## config.mk

```make
export PLATFORM = sky130hd
export DESIGN_NAME = mips_pc_unit
export DESIGN_NICKNAME = d
export VERILOG_FILES = /design/src/rtl/mips_pkg.sv /design/src/rtl/mips_target_calc.sv /design/src/rtl/mips_pc_unit.sv
export SDC_FILE = /design/constraint.sdc
export NUM_CORES = 1
export LEC_CHECK = 0
export CORE_ASPECT_RATIO = 0.7
export CORE_MARGIN = 10
export CORE_UTILIZATION = 40
export DETAILED_ROUTE_END_ITERATION = 6
export PLACE_DENSITY_LB_ADDON = 0.3
export REMOVE_ABC_BUFFERS = 1
export SYNTH_ARGS = -nofsm -noshare
export SYNTH_HDL_FRONTEND = slang
export SYNTH_SLANG_ARGS = --single-unit
```

## constraint.sdc

```tcl
create_clock -name clk -period 3.3 [get_ports clk]
set_input_delay 0.66 -clock clk [delete_from_list [all_inputs] [get_ports clk]]
set_output_delay 0.66 -clock clk [all_outputs]
set_load 0.005 [all_outputs]
```

## src/rtl/mips_pkg.sv

```systemverilog
// Shared types and constants for the MIPS Harvard core front end.
package mips_pkg;

   typedef enum logic [1:0] {
      RK_NONE     = 2'd0,
      RK_BRANCH   = 2'd1,
      RK_JUMP     = 2'd2,
      RK_JUMP_REG = 2'd3
   } redirect_kind_t;

   typedef enum logic [1:0] {
      ST_RUN    = 2'd0,
      ST_DELAY  = 2'd1,
      ST_HALTED = 2'd2
   } pc_state_t;

   localparam logic [31:0] RESET_VECTOR_C = 32'hBFC00000;
   localparam logic [31:0] HALT_ADDR_C    = 32'h00000000;

endpackage

```

## src/rtl/mips_target_calc.sv

```systemverilog
// Combinational redirect target and misalignment check for the
// instruction at p_i.
module mips_target_calc
   import mips_pkg::*;
(
   input  logic [31:0] p_i,
   input  logic [1:0]  kind_i,
   input  logic [15:0] offset16_i,
   input  logic [25:0] index26_i,
   input  logic [31:0] reg_target_i,
   output logic [31:0] target_o,
   output logic        misaligned_o
);

   logic [31:0] seq;
   logic [31:0] br_off;

   assign seq    = p_i + 32'd4;
   assign br_off = {{14{offset16_i[15]}}, offset16_i, 2'b00};

   always_comb begin
      target_o     = seq;
      misaligned_o = 1'b0;
      case (redirect_kind_t'(kind_i))
         RK_BRANCH:   target_o = seq + br_off;
         RK_JUMP:     target_o = {seq[31:28], index26_i, 2'b00};
         RK_JUMP_REG: begin
            target_o     = reg_target_i;
            misaligned_o = |reg_target_i[1:0];
         end
         default:     target_o = seq;
      endcase
   end

endmodule

```

## src/rtl/mips_pc_unit.sv

```systemverilog
// Program counter sequencer with branch delay slot, halt-on-zero
// convention and sticky misaligned jump-register fault.
module mips_pc_unit
   import mips_pkg::*;
#(
   parameter logic [31:0] RESET_VECTOR = RESET_VECTOR_C,
   parameter logic [31:0] HALT_ADDR    = HALT_ADDR_C
) (
   input  logic        clk,
   input  logic        reset,
   input  logic        clk_enable,
   input  logic [1:0]  redirect_kind,
   input  logic [15:0] offset16,
   input  logic [25:0] index26,
   input  logic [31:0] reg_target,
   output logic [31:0] pc,
   output logic [31:0] link_addr,
   output logic        in_delay_slot,
   output logic        active,
   output logic        fault
);

   pc_state_t   state_q, state_d;
   logic [31:0] pc_q, pc_d;
   logic [31:0] pending_q, pending_d;
   logic        bad_q, bad_d;
   logic        fault_q, fault_d;
   logic [31:0] target;
   logic        misaligned;

   mips_target_calc u_calc (
      .p_i          (pc_q),
      .kind_i       (redirect_kind),
      .offset16_i   (offset16),
      .index26_i    (index26),
      .reg_target_i (reg_target),
      .target_o     (target),
      .misaligned_o (misaligned)
   );

   always_ff @(posedge clk or negedge reset) begin
      if (!reset) begin
         state_q   <= ST_RUN;
         pc_q      <= RESET_VECTOR;
         pending_q <= 32'd0;
         bad_q     <= 1'b0;
         fault_q   <= 1'b0;
      end else if (clk_enable) begin
         state_q   <= state_d;
         pc_q      <= pc_d;
         pending_q <= pending_d;
         bad_q     <= bad_d;
         fault_q   <= fault_d;
      end
   end

   always_comb begin
      state_d   = state_q;
      pc_d      = pc_q;
      pending_d = pending_q;
      bad_d     = bad_q;
      fault_d   = fault_q;
      case (state_q)
         ST_RUN: begin
            pc_d = pc_q + 32'd4;
            if (redirect_kind_t'(redirect_kind) != RK_NONE) begin
               pending_d = target;
               bad_d     = misaligned;
               fault_d   = fault_q | misaligned;
               state_d   = ST_DELAY;
            end
         end
         ST_DELAY: begin
            // A misaligned target is never fetched; pc stays on the slot.
            if (bad_q) begin
               state_d = ST_HALTED;
            end else begin
               pc_d    = pending_q;
               state_d = (pending_q == HALT_ADDR) ? ST_HALTED : ST_RUN;
            end
         end
         default: state_d = ST_HALTED;
      endcase
   end

   assign pc            = pc_q;
   assign link_addr     = pc_q + 32'd8;
   assign in_delay_slot = (state_q == ST_DELAY);
   assign active        = (state_q != ST_HALTED);
   assign fault         = fault_q;

endmodule

```

# Word-level counts from Yosys, hierarchy flattened
# Cells that the tools add are included.
[word_totals]
reg_bits = 68
word_cells = 32
inputBits = 79
output_inout_bits = 67
[op_classes]
mux = 8
bitwise_logic = 1
n_eq_ne = 7
n_reduce_logical = 8
add_sub_neg = 3
[op_table]
columns = ["operator", "count"]
rows = [
  ["$pmux W32 S3", 1],
  ["$pmux W32 S2", 1],
  ["$add A32 B3 Y32 const B", 1],
  ["$add A32 B32 Y32", 1],
  ["$add A32 B4 Y32 const B", 1],
  ["$logic_not A32 Y1", 1],
  ["$mux W32", 1],
  ["$mux W2", 3],
  ["$ne A2 B2 Y1 const B", 3],
  ["$reduce_and A3 Y1", 2],
  ["$eq A2 B1 Y1 const B", 2],
  ["$eq A2 B2 Y1 const B", 2],
  ["$pmux W2 S2", 1],
  ["$reduce_bool A2 Y1", 2],
  ["$logic_not A2 Y1", 1],
  ["$reduce_and A2 Y1", 1],
  ["$reduce_or A2 Y1", 1],
  ["$mux W1", 1],
  ["$or A1 B1 Y1", 1],
]

# Depth between registers and ports, before layout
# Gate-level depths: netlist of run 1.
[logic_depth]
depth_word = 4
depth_mapped = 17
mapped_depth_nobuf = 16

# Hierarchy
# Synthesis of run 1 repeated with hierarchy kept, for this count alone.
[hier_totals]
hier_cells = 778
area_unflattened_um2 = 7014.2
[modules_own_cells]
columns = ["module", "instances", "seq_area_each_um2", "area_each_um2", "cells_per_inst"]
rows = [
  ["mips_pc_unit", 1, 1712.9, 4185.3, 430],
  ["mips_target_calc", 1, 0.0, 2829.0, 348],
]

# Worst setup path after synthesis of run 1
# Ideal clock, no wire load.
[synth_timing]
path_type = "reg-to-reg"
from = "register pc_q[4], in the netlist pc[4]"
to = "register pending_q[30]"
setup_slack_ps = -364
required_time_ps = 3174
arrival_ps = 3538
stages_incl_launch_ff = 18
period_less_slack_ps = 3664
path_buffers = 1
setup_ps = 126
path_cell_list = "dfrtp_1 > ha_1 > nand3_1 > nor3_2 > and2_1 > nand3_2 > nor2_1 > xor2_1 > ha_1 > clkbuf_1 > nand2_1 > o21ai_1 > nor2_1 > a21o_1 > a31oi_1 > a311oi_1 > xnor2_1 > a221o_1"
[synth_via]
elab_chain_len = 3
[synth_lines]
columns = ["item", "line", "text"]
rows = [
  ["from (decl)", "mips_pc_unit.sv:24", "logic [31:0] pc_q, pc_d;"],
  ["from (signal assigned)", "mips_pc_unit.sv:50", "pc_q <= pc_d;"],
  ["$add A32 B3 Y32 (*)", "mips_target_calc.sv:18", "assign seq = p_i + 32'd4;"],
  ["$add A32 B32 Y32", "mips_target_calc.sv:25", "RK_BRANCH: target_o = seq + br_off;"],
  ["$pmux W32 S3 (*)", "mips_target_calc.sv:24", "case (redirect_kind_t'(kind_i))"],
  ["to (signal assigned)", "mips_pc_unit.sv:51", "pending_q <= pending_d;"],
  ["to (decl)", "mips_pc_unit.sv:25", "logic [31:0] pending_q, pending_d;"],
]
# Mark *: on every way between the ends. The rest lies on a longest branch, timed or not.
# A chain may end at the register's enable or synchronous reset.

# Worst setup path after layout of run 1
[layout_timing]
from = "register pc_q[3], in the netlist pc[3]"
to = "register pending_q[25]"
# The elaborated chain is that of the path after synthesis.

==> impl_metrics.py, run 1 <==
metrics = {
    "finish": {
        "regArea_mm2": 0.00172,
        "layout_common_cells": "196 x buf_4, 134 x clkdlybuf4s50_1, 78 x nand2_1",
        "layout.nets": 1209,
        "drive_gt1_share_pct": 35.8,
        "num_antenna_cells": 0,
        "final_common_cell": "buf_4",
        "final_area_mm2": 0.0107,
        "area_growth_pct": 69.3,
        "multi_input_area_mm2": 0.00520,
        "nFillCells": 1186,
    },
    "outcome": {
        "violations": "setup timing",
        "outcome": "finished with violations",
    },
    "setup_path": {
        "path_class": "reg2reg",
        "cp-end-kind": "flip-flop",
        "worstSetupStartpointType": "flip-flop",
        "cp_max_fo": 4,
        "worst_ep_arrival_time_ns": 3.68,
        "required_ns": 3.53,
    },
    "global_routing": {
        "grt_max_degree": 69,
        "antenna_found_initial": 0,
        "track_usage_pct": 24.1,
        "grt_pass1_wl_mm": 41.4,
        "grt_overflow_total": 0,
        "grt_pass1_vias": 7339,
    },
    "power": {
        "power_density_mw_per_mm2": 873,
        "p_leak_nw": 4.74,
        "ir_worst_vdd_mv": 0.341,
    },
    "sta": {
        "timing.fmax_ghz": 0.290,
        "setup_viol": 10,
        "rsz0062_at_grt": "yes",
        "slew_headroom_pct": 53.0,
        "slew_violations": 0,
        "timing.final.crit_share_pct": 104,
        "tightest_slew_ns": 0.703,
        "clock_skew_ns": 0.00828,
        "finalHoldViolCount": 0,
        "period_minus_slack_ns": 3.45,
        "fin_ws_ns": -0.148,
    },
    "floorplan": {
        "dieArea_mm2": 0.0214,
        "num_rows": 38,
        "die_x_um": 171,
        "start_util_pct": 40.8,
        "die_height_um": 125,
        "core_mm2": 0.0155,
        "pin_count": 146,
    },
    "cts": {
        "clockBufferDepth": 2,
        "cts_hold_buf": 0,
        "clk_pin_slew_ns": 0.06,
        "cts.sinks": 68,
        "worstSkewPairLatency_ns": 0.34,
        "cts_buffers": 9,
        "clock-root-buffer": "clkbuf_16",
        "cts_max_level": 3,
        "cts_tree": "built",
    },
    "drt": {
        "drt_wl_total_mm": 27.6,
        "ant_nets": 0,
        "dr.pass1.iters": 5,
        "viasPerCell": 5.83,
        "wl_per_cell_um": 21.2,
        "drtIter0Drc": 815,
        "via_count": 7582,
        "drc": 0,
    },
    "synthesis": {
        "avgSynthCellArea_um2": 8.07,
        "async_flop_share_pct": 100,
        "synth.distinct_cells": 70,
        "synth_ff_type": "dfrtp_1",
        "synth_edf_count": 0,
        "syn_inst": 787,
        "synth_area_mm2": 0.00635,
        "ys_ff_latch": 68,
        "yosys_warnings": 0,
        "ys_seq_area_share_pct": 27.0,
    },
    "placement": {
        "globalplace.congestion": 1.01,
        "place_area_mm2": 0.00915,
        "portBuffers": 145,
        "dpl.hpwl_mm": 20.3,
        "pre_cts_ws_ns": -0.373,
    },
    "min_path": {
        "worstHoldPathType": "in2async",
    },
    "job": {
        "cap_violations": 0,
    },
}
## cells in the mapped netlist (all sizes together) (3+ instances only)
cell	instances	share of area [%]
nand2	84	5.0
nor2	61	3.8
dfrtp	59	23
a21oi	58	4.6
o21ai	55	4.4
xnor2	40	5.5
clkbuf	34	2.0
xor2	34	4.8
ha	33	6.5
nor3	28	2.5
buf	25	2.1
nand3	25	2.1
mux2i	23	3.6
inv	22	1.3
nand4	22	2.6
a221o	21	3.3
and3	17	1.7
nor4	13	1.3
a21o	12	1.4
dfstp	9	3.7
mux2	9	1.6
o221ai	9	1.2
and2	7	0.69
nand2b	7	0.69
o22ai	7	0.69
a31oi	6	0.59
o21bai	5	0.59
a211oi	4	0.47
a22oi	4	0.47
o211ai	4	0.47
or2	4	0.39
a21boi	3	0.41
a31o	3	0.41
o2111ai	3	0.41
or3	3	0.30
## final timing paths
path                            start            end  slack, ns  depth (start not counted)
worst min register to register  fault          fault       0.49                          1
worst max-delay path            pc[3]  pending_q[25]      -0.15                         17
worst min-delay path            reset          pc[1]       0.32                          2
max in group asynchronous       reset         pc[31]       2.60                          2
worst max register to register  pc[3]  pending_q[25]      -0.15                         17
min in group clk                fault          fault       0.49                          1
## cell families after synthesis
kind of cell	share of synthesized area (%)
adder cells (fa/ha/maj)	6.82
XOR/XNOR	10.7
buffers and inverters	5.54
AO/OA/AOI/OAI	22.4
AND/OR/NAND/NOR	22.3
flip-flops	27.0
multiplexers	5.22
## metal layers
| metal | wire length, µm | GRT usage (%) | part of all wire, % |
|---|---|---|---|
| met5 | 0 | 0 | 0 |
| met1 | 12200 | 35.4 | 44 |
| met4 | 399 | 4.58 | 1.4 |
| met3 | 3180 | 6.35 | 12 |
| met2 | 11800 | 34.4 | 43 |
## flip-flops by register name, indices dropped and copies added (netlist names)
| signal | count |
|---|---|
| state_q | 2 |
| bad_q | 1 |
| pending_q | 32 |
| pc | 32 |
| fault | 1 |
## through the flow
step	cells	TNS (ns)	total power, mW	hold WS, ns	util, %
CTS	1290	-0.346	8.65	0.347	64.9
global placement	1254	-2.67	6.97	0.458	58.9
finish	1301	-0.781	9.38	0.320	69.1
detailed placement	1254	-3.88	7.03	0.481	58.9
global route	1301	-2.61	9.89	0.349	69.1
floorplan	728	-0.756	4.06	0.364	-
## worst max-delay path: stages (launching register included)
cell     delay [ns]
dfrtp_1        0.44
ha_2           0.24
buf_6          0.11
nand3_4        0.09
nor3_4         0.18
buf_6          0.15
buf_6          0.09
nand4_1        0.13
xnor2_1        0.27
ha_1           0.32
buf_4          0.18
a31o_4         0.23
a21oi_2        0.11
o21ai_1        0.06
o31ai_1        0.25
buf_4          0.17
nand3_1        0.08
a31o_2         0.23
## power by group
group          leakage, nW  switching, mW  internal, mW
clock                0.173          0.401         0.818
sequential           0.821          0.528          1.26
combinational         3.75           3.07          3.30
total                 4.74           4.00          5.38
## final cells by class
type,instances,share of cell area [%]
clock buffers,10,2.13
flip-flops and latches,68,16.0
clock inverters,6,1.27
well taps,200,2.33
repair buffers,357,29.1
multi-input cells,636,48.4
inverters,24,0.838
## timing repair
action | CTS | global route
hold endpoints to repair | 0 | 0
buffers inserted | 20 | 13
pin swaps | 56 | 60
gates resized for setup | 89 | 108
endpoints found under the setup margin | 24 | 30
(Power assumes the default switching activity.)
==> run 2: changes to the inputs <==
--- a/config.mk
+++ b/config.mk
@@ -9,8 +9,10 @@
 export CORE_MARGIN = 10
 export CORE_UTILIZATION = 40
 export DETAILED_ROUTE_END_ITERATION = 6
-export PLACE_DENSITY_LB_ADDON = 0.3
+export PLACE_DENSITY = 0.69
 export REMOVE_ABC_BUFFERS = 1
+export SKIP_CTS_REPAIR_TIMING = 1
 export SYNTH_ARGS = -nofsm -noshare
 export SYNTH_HDL_FRONTEND = slang
 export SYNTH_SLANG_ARGS = --single-unit
+export TNS_END_PERCENT = 1
==> impl_metrics.py, run 2 (synthesis results as in run 1) <==
metrics = {
    "finish": {
        "final_common_cell": "buf_4",
        "num_antenna_cells": 0,
        "layout.nets": 1176,
        "area_growth_pct": 55.7,
        "drive_gt1_share_pct": 28.5,
        "finalNonFillerCells": 1268,
        "layout_common_cells": "173 x buf_4, 143 x clkdlybuf4s50_1, 82 x nand2_1",
    },
    "global_routing": {
        "grt_pass1_vias": 7038,
        "grt_max_degree": 69,
        "grt_pass1_wl_mm": 39.8,
        "grt_overflow_total": 0,
        "track_usage_pct": 23.3,
        "antenna_found_initial": 0,
    },
    "floorplan": {
        "num_rows": 38,
        "core_mm2": 0.0155,
        "die_x_um": 171,
        "pin_count": 146,
        "dieArea_mm2": 0.0214,
        "start_util_pct": 40.8,
        "die_height_um": 125,
    },
    "setup_path": {
        "required_ns": 3.52,
        "cp-end-kind": "flip-flop",
        "worst_ep_arrival_time_ns": 3.68,
        "worstSetupStartpointType": "flip-flop",
        "path_class": "reg2reg",
        "cp_max_fo": 5,
    },
    "sta": {
        "clock_skew_ns": 0.00961,
        "slew_headroom_pct": 38.0,
        "setup_viol": 13,
        "rsz0062_at_grt": "yes",
        "finalHoldViolCount": 0,
        "fin_ws_ns": -0.154,
        "tightest_slew_ns": 0.930,
        "fin_tns_setup_ns": -1.02,
        "slew_violations": 0,
        "timing.fmax_ghz": 0.290,
        "period_minus_slack_ns": 3.45,
        "finalHoldWorstSlack_ns": 0.479,
        "timing.final.crit_share_pct": 105,
    },
    "cts": {
        "cts_tree": "built",
        "clk_pin_slew_ns": 0.06,
        "cts_max_level": 3,
        "clock-root-buffer": "clkbuf_16",
        "clockBufferDepth": 2,
        "cts_buffers": 9,
        "worstSkewPairLatency_ns": 0.34,
        "cts.sinks": 68,
    },
    "job": {
        "cap_violations": 0,
    },
    "power": {
        "p_leak_nw": 4.32,
        "power_density_mw_per_mm2": 859,
        "ir_worst_vdd_mv": 0.329,
        "power_mw": 8.49,
    },
    "placement": {
        "pre_cts_ws_ns": -0.292,
        "portBuffers": 145,
        "dpl.hpwl_mm": 20.3,
        "dpl.cell_count": 1247,
        "globalplace.congestion": 1.00,
    },
    "drt": {
        "dr.pass1.iters": 5,
        "drt_wl_total_mm": 26.1,
        "viasPerCell": 5.77,
        "drtIter0Drc": 764,
        "drc": 0,
        "ant_nets": 0,
        "wl_per_cell_um": 20.5,
        "via_count": 7321,
    },
    "outcome": {
        "outcome": "finished with violations",
        "violations": "setup timing",
    },
    "min_path": {
        "worstHoldPathType": "reg2reg",
    },
}
[run 2: cell count changes in the layout (fill, tap and decap cells not counted), sizes merged]
cell,delta
clkinv,+2
clkinvlp,+1
buf,-33
dlymetal6s2s,-9
bufinv,-2
clkdlybuf4s50,+9
inv,-1
[run 2: worst paths after layout]
kind                             from       endpoint  slack, ns  depth (start not counted)
max in group asynchronous       reset          pc[9]       2.09                          2
worst max register to register  pc[3]  pending_q[30]      -0.15                         13
worst min register to register  fault          fault       0.48                          1
worst max-delay path            pc[3]  pending_q[30]      -0.15                         13
min in group asynchronous       reset          pc[0]       0.52                          2
worst min-delay path            fault          fault       0.48                          1
[run 2: critical path, stage by stage (launching register included)]
cell and delay [ns]:
dfrtp_1 0.40, ha_2 0.23, nand3_2 0.10, nor2_2 0.18, nand4_1 0.19, xnor2_2 0.38, ha_1 0.34, a21oi_1 0.21
o21ai_1 0.17, o21ai_4 0.23, a31oi_4 0.14, a311oi_2 0.34, xnor2_1 0.10, a221o_1 0.32
[run 2: metrics by stage]
stage | cell area [µm²] | utilization (%)
6_report | 9880 | 63.6
5_1_grt | 9880 | 63.6
4_1_cts | 9440 | 60.7
3_5_place_dp | 9130 | 58.7
3_3_place_gp | 9130 | 58.7
2_1_floorplan | 6090 | -
[run 2: per-layer routing]
metal	share of wire [%]	GRT usage, %	up-vias
met5	0	0	-
met4	1.1	4.42	0
met3	13	7.42	26
met2	41	31.9	388
met1	45	34.6	3483
li1	-	-	3424
[run 2: area by class of cell]
cell class              instances  area [µm²]
clock buffers                  10         229
clock inverters                 6        88.8
fillers                      1348        5660
inverters                      24        90.1
multi-input cells             636        4670
flip-flops and latches         68        1720
well taps                     200         250
repair buffers                324        2830
[run 2: report_power, final]
group          switching [mW]  total, mW  internal [mW]
clock                   0.392       1.05          0.662
combinational            2.73       5.66           2.92
sequential              0.521       1.78           1.26
==> run 3: changes to the inputs <==
--- a/config.mk
+++ b/config.mk
@@ -12,6 +12,7 @@
 export PLACE_DENSITY = 0.69
 export REMOVE_ABC_BUFFERS = 1
 export SKIP_CTS_REPAIR_TIMING = 1
+export SLEW_MARGIN = 5
 export SYNTH_ARGS = -nofsm -noshare
 export SYNTH_HDL_FRONTEND = slang
 export SYNTH_SLANG_ARGS = --single-unit
==> results of run 3 <==
Final layout, timing and power as in run 2 (identical DEF).
